File: src/rtl/ccd_rgb_packer.sv
// Packs demosaiced 10-bit RGB camera pixels into 32-bit words and measures frame geometry.
// One capture per enabled frame: waits for a clean start of frame, then tracks lines, rows and line-length consistency.
module ccd_rgb_packer (
  input  logic        clk,
  input  logic        reset_n,
  input  logic        enable,
  input  logic        i_fval,
  input  logic        i_lval,
  input  logic        i_dval,
  input  logic [9:0]  i_red,
  input  logic [9:0]  i_green,
  input  logic [9:0]  i_blue,
  output logic        o_data_valid,
  output logic [31:0] o_data,
  output logic [15:0] o_img_width,
  output logic [15:0] o_img_height,
  output logic        o_frame_done,
  output logic        o_line_err,
  output logic        o_busy
);

  typedef enum logic [1:0] {
    IDLE     = 2'd0,
    WAIT_SOF = 2'd1,
    CAPTURE  = 2'd2
  } state_t;

  state_t      state;
  state_t      state_next;

  logic        prev_fval;
  logic        prev_lval;
  logic [15:0] col_cnt;
  logic [15:0] row_cnt;
  logic [15:0] ref_width;

  logic [15:0] col_next;
  logic [15:0] row_next;
  logic [15:0] ref_next;
  logic        line_err_next;

  logic        fval_rise;
  logic        fval_fall;
  logic        lval_fall;
  logic        sof;
  logic        pixel_accept;
  logic        line_end;
  logic        frame_end;
  logic [31:0] packed_pixel;

  function automatic logic [15:0] sat_inc(input logic [15:0] value);
    return (value == 16'hFFFF) ? value : value + 16'd1;
  endfunction

  assign fval_rise    = i_fval & ~prev_fval;
  assign fval_fall    = ~i_fval & prev_fval;
  assign lval_fall    = ~i_lval & prev_lval;
  assign sof          = (state == WAIT_SOF) && fval_rise;
  assign pixel_accept = (state == CAPTURE) && i_fval && i_lval && i_dval;
  assign line_end     = (state == CAPTURE) && lval_fall && (col_cnt != 16'd0);
  assign frame_end    = (state == CAPTURE) && fval_fall;
  assign packed_pixel = {8'h00, i_red[9:2], i_green[9:2], i_blue[9:2]};
  assign o_busy       = (state == CAPTURE);

  // NOTE: synchronous reset lives inside the clocked block, so reset_n is only seen at a clk edge.
  always_ff @(posedge clk) begin
    if (!reset_n) begin
      state <= IDLE;
    end else begin
      state <= state_next;
    end
  end

  // NOTE: every comb output gets a default first, otherwise an unassigned path infers a latch.
  always_comb begin
    state_next = state;
    unique case (state)
      IDLE: begin
        if (enable) begin
          state_next = WAIT_SOF;
        end
      end
      WAIT_SOF: begin
        if (fval_rise) begin
          state_next = CAPTURE;
        end
      end
      CAPTURE: begin
        if (fval_fall) begin
          state_next = enable ? WAIT_SOF : IDLE;
        end
      end
      default: begin
        state_next = IDLE;
      end
    endcase
  end

  // Line end is resolved before frame end, so a final line whose lval drops with fval is still counted.
  always_comb begin
    col_next      = col_cnt;
    row_next      = row_cnt;
    ref_next      = ref_width;
    line_err_next = o_line_err;
    if (sof) begin
      col_next      = 16'd0;
      row_next      = 16'd0;
      ref_next      = 16'd0;
      line_err_next = 1'b0;
    end else if (line_end) begin
      col_next = 16'd0;
      row_next = sat_inc(row_cnt);
      if (row_cnt == 16'd0) begin
        ref_next = col_cnt;
      end else if (col_cnt != ref_width) begin
        line_err_next = 1'b1;
      end
    end else if (pixel_accept) begin
      col_next = sat_inc(col_cnt);
    end
  end

  // prev_fval resets high so a frame already running at reset release cannot look like a start of frame.
  always_ff @(posedge clk) begin
    if (!reset_n) begin
      prev_fval    <= 1'b1;
      prev_lval    <= 1'b0;
      col_cnt      <= 16'd0;
      row_cnt      <= 16'd0;
      ref_width    <= 16'd0;
      o_data_valid <= 1'b0;
      o_data       <= 32'd0;
      o_img_width  <= 16'd0;
      o_img_height <= 16'd0;
      o_frame_done <= 1'b0;
      o_line_err   <= 1'b0;
    end else begin
      prev_fval    <= i_fval;
      prev_lval    <= i_lval;
      col_cnt      <= col_next;
      row_cnt      <= row_next;
      ref_width    <= ref_next;
      o_line_err   <= line_err_next;
      o_data_valid <= pixel_accept;
      o_frame_done <= frame_end;
      if (pixel_accept) begin
        o_data <= packed_pixel;
      end
      if (frame_end) begin
        o_img_width  <= ref_next;
        o_img_height <= row_next;
      end
    end
  end

endmodule

File: config.mk
export PLATFORM = sky130hd
export DESIGN_NAME = ccd_rgb_packer
export DESIGN_NICKNAME = d
export VERILOG_FILES = /design/src/rtl/ccd_rgb_packer.sv
export SDC_FILE = /design/constraint.sdc
export NUM_CORES = 1
export LEC_CHECK = 0
export BUFFER_PORTS_ARGS = -buffer_cell sky130_fd_sc_hd__buf_2
export CORE_MARGIN = 2
export CORE_UTILIZATION = 54
export DETAILED_ROUTE_END_ITERATION = 8
export GPL_TIMING_DRIVEN = 0
export MAX_ROUTING_LAYER = met4
export PLACE_DENSITY = 0.79
export SETUP_SLACK_MARGIN = 0.02
export SKIP_CTS_REPAIR_TIMING = 1
export SLEW_MARGIN = 20
export SYNTH_ARGS = -nofsm -noshare
export SYNTH_HDL_FRONTEND = slang
export SYNTH_SLANG_ARGS = --single-unit
File: constraint.sdc
create_clock -name clk -period 2.5 [get_ports clk]
set_clock_uncertainty 0.1 [all_clocks]
set_input_delay 0.5 -clock clk [delete_from_list [all_inputs] [get_ports clk]]
set_output_delay 0.5 -clock clk [all_outputs]
set_load 0.05 [all_outputs]
==> results of run 1 <==
[metal layers]
layer / global-route usage [%] / vias to the layer above / part of all wire, %
met5: - / - / 0
met4: 6.955 / 0 / 1.1
met3: 4.216 / 10 / 5.9
met2: 37.63 / 135 / 46
met1: 31.89 / 1978 / 47
li1: - / 2121 / -
[worst min-delay path, cell delays in order]
cell and delay [ns]:
buf_2 0.09, nand2_1 0.04, a21boi_0 0.06
[placed cells by master, fill, tap and decap left out, types with 6 or more instances in the layout]
| master | instances |
|---|---|
| a21boi_0 | 24 |
| a21oi_1 | 30 |
| and3_1 | 6 |
| and4_1 | 10 |
| buf_2 | 98 |
| buf_4 | 11 |
| clkbuf_1 | 21 |
| clkbuf_8 | 9 |
| conb_1 | 8 |
| dfxtp_1 | 111 |
| inv_1 | 7 |
| mux2i_1 | 17 |
| nand2_1 | 72 |
| nand3_1 | 14 |
| nand4_1 | 13 |
| nor2_1 | 39 |
| nor3_1 | 16 |
| nor4_1 | 14 |
| o21ai_0 | 31 |
| or4_1 | 6 |
| xnor2_1 | 13 |
| xor2_1 | 20 |
[cell type report]
type                    count  share of cell area [%]
multi-input cells         391                   42.51
flip-flops and latches    111                   38.97
repair buffers             89                   7.812
plain buffers              47                   4.433
well taps                 108                   2.370
clock buffers               9                   2.172
clock inverters             7                   1.273
inverters                   7                  0.4608
[per-stage QoR]
step	hold WS (ns)	setup slack (ns)
after CTS	0.2461	0.1751
after floorplan	0.3854	0.4378
final	0.2546	0.1642
after global placement	0.3318	0.1280
after global routing	0.2482	0.02096
after detailed placement	0.3396	0.04140
[report_power, final]
part,internal (W),switching [W],total (W)
combinational,0.0000454,0.0000902,0.000136
sequential,0.00177,0.00000521,0.00178
clock,0.000394,0.000670,0.00106
total,0.00221,0.000765,0.00298
[kinds of logic after synthesis]
| group | after synthesis | synth area share [%] |
|---|---|---|
| fa+ha+maj | 4 | 1.023 |
| buf+inv | 54 | 5.703 |
| xor+xnor | 33 | 5.908 |
| other cells | 1 | 0.07665 |
| flops | 111 | 45.42 |
| mux | 17 | 3.478 |
| simple gates | 224 | 25.19 |
| compound gates | 105 | 13.20 |
[worst paths after layout]
path              slack, ns                           end  depth (start not counted)                    startpoint
setup reg to reg       0.16  o_img_height[3]$_SDFFE_PN0P_                          8       col_cnt[0]$_SDFFE_PP0P_
hold reg to reg        0.35  o_img_height[4]$_SDFFE_PN0P_                          2  o_img_height[4]$_SDFFE_PN0P_
setup / recovery       0.16  o_img_height[3]$_SDFFE_PN0P_                          8       col_cnt[0]$_SDFFE_PP0P_
hold / removal         0.25       o_data[11]$_SDFFE_PN0P_                          3                    i_green[5]
[state kept, by name, summed over array words and instances (netlist names)]
signal / flops
prev_lval: 1
prev_fval: 1
o_img_height: 16
o_line_err: 1
o_frame_done: 1
col_cnt: 16
o_img_width: 16
state: 2
ref_width: 16
o_data: 24
o_data_valid: 1
row_cnt: 16
==> metrics.cfg, run 1 <==
[run_status]
status=finished, final reports clean

[placement]
gp_congestion=0.9347
dp_hpwl_microns=8372
place_area_sq_um=5499
placed_cells=753
port_buffers=89

[clock_network]
cts_root_buf=clkbuf_8
tritoncts_num_sinks=111
cts_tree=built
cts.reportedPaths.clkPinSlew_ns=0.11
htree_levels=3
clkLatencyLatePin_ns=0.38
clk_path_buf_depth=2
cts_made_buffers=9

[synth]
ys_seq_area_share_pct=45.42
yosysWarnings=0
synth_common_cells=dfxtp_1 (111), nand2_1 (72), nor2_1 (39)
avgSynthCellArea_sq_um=8.911
synth_top_area_cell=dfxtp_1
yosys_most_used_dff=dfxtp_1
synth_area_leaders=dfxtp_1 (45%), nand2_1 (5.5%), a21boi_0 (3.7%)
syn_area_sq_um=4892
postSynthCellCount=549
async_reset_ff_share_pct=0
ys_ff_latch=111
synth.distinct_cells=53
synth-edff-count=0
synth_top_area_share_pct=45.42
yosysMostFrequentCell=dfxtp_1

[routing]
drt_wl_total_microns=11170
via_per_inst=5.519
ant_nets=0
dr.pass1.iters=5
drc=0
drtIter0Drc=212
routedWlPerCell_microns=14.52
vias=4244

[final_layout]
syn2layout_area_growth_pct=16.55
drive_above_1_share_pct=21.18
nets=696
multi_input_area_sq_um=2424
diodes=0
regArea_sq_um=2222
final_util_pct=65.06
fin_area_sq_um=5702
fin_cells=769
fill_cells=735

[worst_setup_path]
critPathSlowestCell=or4_1
startpoint_type=register
path_cells=inv_1 -> ha_1 -> nor4b_4 -> and4_1 -> buf_2 -> or4_1 -> xor2_1 -> o21ai_1
worstPathArrival_ns=2.50
worst_setup_path_end_kind=register
critPathRequiredTime_ns=2.67
cp.buffers_inverters=2
path_max_fanout=9
worst-setup-path-type=reg2reg
slowest_delay_ns=0.55
cp_top_family=simple AND/OR/NAND/NOR gates

[timing]
max_freq_mhz=428.1
rsz0062_at_grt=false
setup_tns_ns=0
min_period_over_period_pct=93.43
slew_headroom_pct=48.30
tightest_slew_ns=0.7685
slew_violations=0
hold_violations=0
finalSetupViolCount=0
min_period_ns=2.336

[global_routing]
grt_remaining_overflow=0
antenna_found_initial=0
grt_max_degree=22
grt.total_usage_pct=23.94
grt_pass1_vias=3930
grt_pass1_wl_microns=18690

[floorplanning]
io_pins=104
core_area_sq_um=8763
start_util_pct=55.83
num_rows=34
dieHeight_microns=99.18
dieWidth_microns=99.18
die-area_sq_um=9837

[pwr]
ir_drop_mv=0.3769
pwr_density_cell_nw_per_um2=522.5
total_power_w=0.002979
p_leak_nw=2.530

[run]
drv_cap=0

[min_path]
min_path_type=in2reg

Note: power is estimated with default switching activity, not from simulation.
==> inputs of run 2 (changes only) <==
--- a/config.mk
+++ b/config.mk
@@ -6,7 +6,7 @@
 export NUM_CORES = 1
 export LEC_CHECK = 0
 export BUFFER_PORTS_ARGS = -buffer_cell sky130_fd_sc_hd__buf_2
-export CORE_MARGIN = 2
+export CORE_MARGIN = 5
 export CORE_UTILIZATION = 54
 export DETAILED_ROUTE_END_ITERATION = 8
 export GPL_TIMING_DRIVEN = 0
==> metrics.cfg, run 2 (same netlist as run 1, synthesis figures left out) <==
[run_status]
status=finished, final reports clean

[global_routing]
grt_pass1_wl_microns=18750
grt_max_degree=22
grt_remaining_overflow=0
grt_pass1_vias=3901
antenna_found_initial=0
grt.total_usage_pct=20.77

[pwr]
p_leak_nw=2.535
pwr_density_cell_nw_per_um2=524.8
internal-power_w=0.002217
combinationalPowerShare_pct=4.6
p_clk_share_pct=36.0
seq_power_share_pct=59.5
power_switching_share_pct=25.91
p_switching_w=0.0007751
ir_drop_mv=0.3102

[timing]
finalSetupViolCount=0
rsz0062_at_grt=false
slew_headroom_pct=52.86
hold_violations=0
tightest_slew_ns=0.7006
setup_slack_ns=0.1901
max_freq_mhz=432.9
min_period_over_period_pct=92.40
slew_violations=0
setup_tns_ns=0
min_period_ns=2.310

[routing]
vias=4200
drc=0
via_per_inst=5.462
drt_wl_total_microns=11360
ant_nets=0
drtIter0Drc=216
routedWlPerCell_microns=14.77
dr.pass1.iters=6

[worst_setup_path]
r2r_slack_ns=0.19
startpoint_type=register
critPathRequiredTime_ns=2.68
worst_setup_path_end_kind=register
worstPathArrival_ns=2.49
path_max_fanout=9
worst-setup-path-type=reg2reg

[final_layout]
multi_input_area_sq_um=2417
largest_reg_flops=24
drive_above_1_share_pct=21.03
fill_cells=757
largest_register=o_data
final_cell_mix=dfxtp_1 (111), buf_2 (98), nand2_1 (72)
regArea_sq_um=2222
diodes=0
nets=696
layout_commonest_cell=dfxtp_1
syn2layout_area_growth_pct=16.55

[floorplanning]
die-area_sq_um=11060
io_pins=104
num_rows=34
core_area_sq_um=8763
dieHeight_microns=105.2
dieWidth_microns=105.2
start_util_pct=55.83

[clock_network]
cts_made_buffers=9
cts.reportedPaths.clkPinSlew_ns=0.12
clkLatencyLatePin_ns=0.39
cts_root_buf=clkbuf_8
clk_path_buf_depth=2
htree_levels=3
tritoncts_num_sinks=111
cts_tree=built

[run]
drv_cap=0

[min_path]
min_path_type=in2reg

[placement]
dp_slack_ns=0.05497
dp_hpwl_microns=8501
gp_congestion=0.9318
port_buffers=89

-- run 2: changes by cell type in the layout (fill, tap and decap cells not counted), sizes merged --
| cell | delta |
|---|---|
| inv | -1 |
| clkinv | +2 |
| clkinvlp | -1 |
-- run 2: through the flow --
step / cell area (sq um) / power (W) / hold slack, ns / utilization [%] / cells
after floorplan: 4918 / 0.001909 / 0.3854 / - / 556
after global placement: 5499 / 0.001953 / 0.3321 / 62.75 / 753
after detailed placement: 5499 / 0.001955 / 0.3368 / 62.75 / 753
after CTS: 5702 / 0.003001 / 0.2514 / 65.06 / 769
after global routing: 5702 / 0.003089 / 0.2462 / 65.06 / 769
final: 5702 / 0.002992 / 0.2513 / 65.06 / 769
-- run 2: critical path, cell delays in order, from the launching register on --
cell and delay, ns:
dfxtp_1 0.43, inv_1 0.11, ha_1 0.21, nor4b_4 0.14, and4_1 0.18, buf_2 0.19, or4_1 0.54, xor2_1 0.21
o21ai_1 0.10
-- run 2: final timing paths --
| kind | startpoint | to | depth (start not counted) |
|---|---|---|---|
| worst max-delay path | col_cnt[0]$_SDFFE_PP0P_ | o_img_height[3]$_SDFFE_PN0P_ | 8 |
| worst min-delay path | i_lval | prev_lval$_SDFF_PN0_ | 2 |
| worst max register to register | col_cnt[0]$_SDFFE_PP0P_ | o_img_height[3]$_SDFFE_PN0P_ | 8 |
| worst min register to register | o_img_height[4]$_SDFFE_PN0P_ | o_img_height[4]$_SDFFE_PN0P_ | 2 |
-- run 2: cell type report --
type,instances,area share [%]
multi-input cells,391,42.40
well taps,108,2.370
clock inverters,7,1.382
flip-flops and latches,111,38.97
clock buffers,9,2.172
plain buffers,47,4.433
repair buffers,89,7.812
inverters,7,0.4608
-- run 2: per-layer routing --
| layer | share of wire, % | GRT usage, % | vias up |
|---|---|---|---|
| met5 | 0 | - | - |
| met2 | 44 | 31.32 | 159 |
| met4 | 1.7 | 5.388 | 0 |
| li1 | - | - | 2121 |
| met3 | 6.9 | 5.734 | 17 |
| met1 | 47 | 27.56 | 1903 |
-- run 2: power groups by stage --
stage / Combinational, W / Sequential, W / Clock (W)
detailed placement: 0.000136 / 0.00182 / 0
global placement: 0.000134 / 0.00182 / 0
global route: 0.000148 / 0.00178 / 0.00116
floorplan: 0.0000788 / 0.00183 / 0
finish: 0.000136 / 0.00178 / 0.00108
CTS: 0.000136 / 0.00178 / 0.00109
==> inputs of run 3 (changes only) <==
--- a/config.mk
+++ b/config.mk
@@ -11,7 +11,7 @@
 export DETAILED_ROUTE_END_ITERATION = 8
 export GPL_TIMING_DRIVEN = 0
 export MAX_ROUTING_LAYER = met4
-export PLACE_DENSITY = 0.79
+export PLACE_DENSITY = 0.88
 export SETUP_SLACK_MARGIN = 0.02
 export SKIP_CTS_REPAIR_TIMING = 1
 export SLEW_MARGIN = 20
==> metrics.cfg, run 3 (same netlist as run 1, synthesis figures left out) <==
[routing]
ant_nets=0
routedWlPerCell_microns=16.06
via_per_inst=5.802
drt_wl_total_microns=12350
vias=4462
drtIter0Drc=303
drc=0
dr.pass1.iters=7

[timing]
slew_headroom_pct=47.24
setup_slack_ns=0.1400
min_period_ns=2.360
finalSetupViolCount=0
max_freq_mhz=423.7
rsz0062_at_grt=false
hold_violations=0
slew_violations=0
setup_tns_ns=0
tightest_slew_ns=0.7842
min_period_over_period_pct=94.40

[clock_network]
htree_levels=3
clkLatencyLatePin_ns=0.39
cts.reportedPaths.clkPinSlew_ns=0.12
clk_path_buf_depth=2
cts_made_buffers=9
cts_root_buf=clkbuf_8
cts_tree=built
tritoncts_num_sinks=111

[pwr]
p_leak_nw=2.533
combinationalPowerShare_pct=4.7
pwr_density_cell_nw_per_um2=521.4
power_switching_share_pct=25.65
ir_drop_mv=0.2745
p_clk_share_pct=35.6
internal-power_w=0.002214
p_switching_w=0.0007638
seq_power_share_pct=59.8

[worst_setup_path]
slowest_delay_ns=0.55
path_max_fanout=9
worst-setup-path-type=reg2reg
critPathSlowestCell=or4_1
critPathRequiredTime_ns=2.68
path_cells=inv_1 -> ha_1 -> nor4b_4 -> and4_1 -> buf_2 -> or4_1 -> xor2_1 -> o21ai_1
worst_setup_path_end_kind=register
worstPathArrival_ns=2.54
cp_top_family=simple AND/OR/NAND/NOR gates
startpoint_type=register
cp.buffers_inverters=2

[placement]
dp_hpwl_microns=9019
port_buffers=89
gp_congestion=0.9528
dp_slack_ns=0.08465

[global_routing]
grt.total_usage_pct=22.59
grt_remaining_overflow=0
grt_max_degree=22
grt_pass1_wl_microns=20510
antenna_found_initial=0
grt_pass1_vias=4357

[final_layout]
largest_reg_flops=24
final_cell_mix=dfxtp_1 (111), buf_2 (98), nand2_1 (72)
diodes=0
fill_cells=716
drive_above_1_share_pct=21.18
syn2layout_area_growth_pct=16.73
nets=696
largest_register=o_data
layout_commonest_cell=dfxtp_1

[floorplanning]
dieHeight_microns=105.2
start_util_pct=55.83
dieWidth_microns=105.2
num_rows=34
die-area_sq_um=11060
core_area_sq_um=8763
io_pins=104

[min_path]
min_path_type=in2reg

[run]
drv_cap=0

[run_status]
status=finished, final reports clean

run 3: cell types whose count changed in the layout (fill, tap and decap cells not counted):
| cell | change |
|---|---|
| nand3_4 | +1 |
| clkinv_8 | -1 |
| nor4_2 | +1 |
| inv_6 | -1 |
| nand3_2 | -1 |
| nor4_1 | -1 |
| clkinv_4 | +1 |
| inv_8 | +1 |
run 3: stage by stage:
stage	hold slack (ns)	cell area (sq um)	std cells	util (%)	power, W
6_report	0.2531	5710	769	65.16	0.002977
5_1_grt	0.2633	5710	769	65.16	0.003081
4_1_cts	0.2400	5697	769	65.01	0.002993
3_5_place_dp	0.3402	5499	753	62.75	0.001956
3_3_place_gp	0.3328	5499	753	62.75	0.001952
2_1_floorplan	0.3854	4918	556	-	0.001909
run 3: layout make-up:
class,instances,area (sq um),share of cell area [%]
timing repair buffer,89,445.4,7.800
buffer,47,252.7,4.426
sequential,111,2222,38.91
tap,108,135.1,2.366
clock inverter,7,73.82,1.293
multi-input combinational,391,2431,42.57
clock buffer,9,123.9,2.169
inverter,7,26.28,0.4601
run 3: power by group through the flow:
stage	clock network [W]	logic (W)	registers (W)
2_1_floorplan	0	0.0000788	0.00183
3_3_place_gp	0	0.000133	0.00182
3_5_place_dp	0	0.000136	0.00182
4_1_cts	0.00108	0.000137	0.00178
5_1_grt	0.00115	0.000150	0.00178
6_report	0.00106	0.000139	0.00178
run 3: final timing paths:
path	startpoint	endpoint	slack, ns	cells past startpoint
max reg2reg	col_cnt[0]$_SDFFE_PP0P_	o_img_height[3]$_SDFFE_PN0P_	0.14	8
min reg2reg	o_img_height[4]$_SDFFE_PN0P_	o_img_height[4]$_SDFFE_PN0P_	0.35	2
max	col_cnt[0]$_SDFFE_PP0P_	o_img_height[3]$_SDFFE_PN0P_	0.14	8
min	enable	state[0]$_SDFFE_PN0P_	0.25	2
run 3: routing by layer:
metal	GRT usage, %	up-vias	routed length [microns]
li1	-	2123	-
met1	27.35	2097	5193
met2	36.15	209	5888
met3	5.179	33	981
met4	9.406	0	288
met5	-	-	0
run 3: worst register-to-register path, delay by kind of cell, from the launching register on:
| family | cells | cell delay [ns] |
|---|---|---|
| AO/OA/AOI/OAI | 1 | 0.10 |
| AND/OR/NAND/NOR | 3 | 0.87 |
| XOR/XNOR | 1 | 0.23 |
| adder cells (fa/ha/maj) | 1 | 0.22 |
| buffers and inverters | 2 | 0.29 |
| flip-flops | 1 | 0.44 |
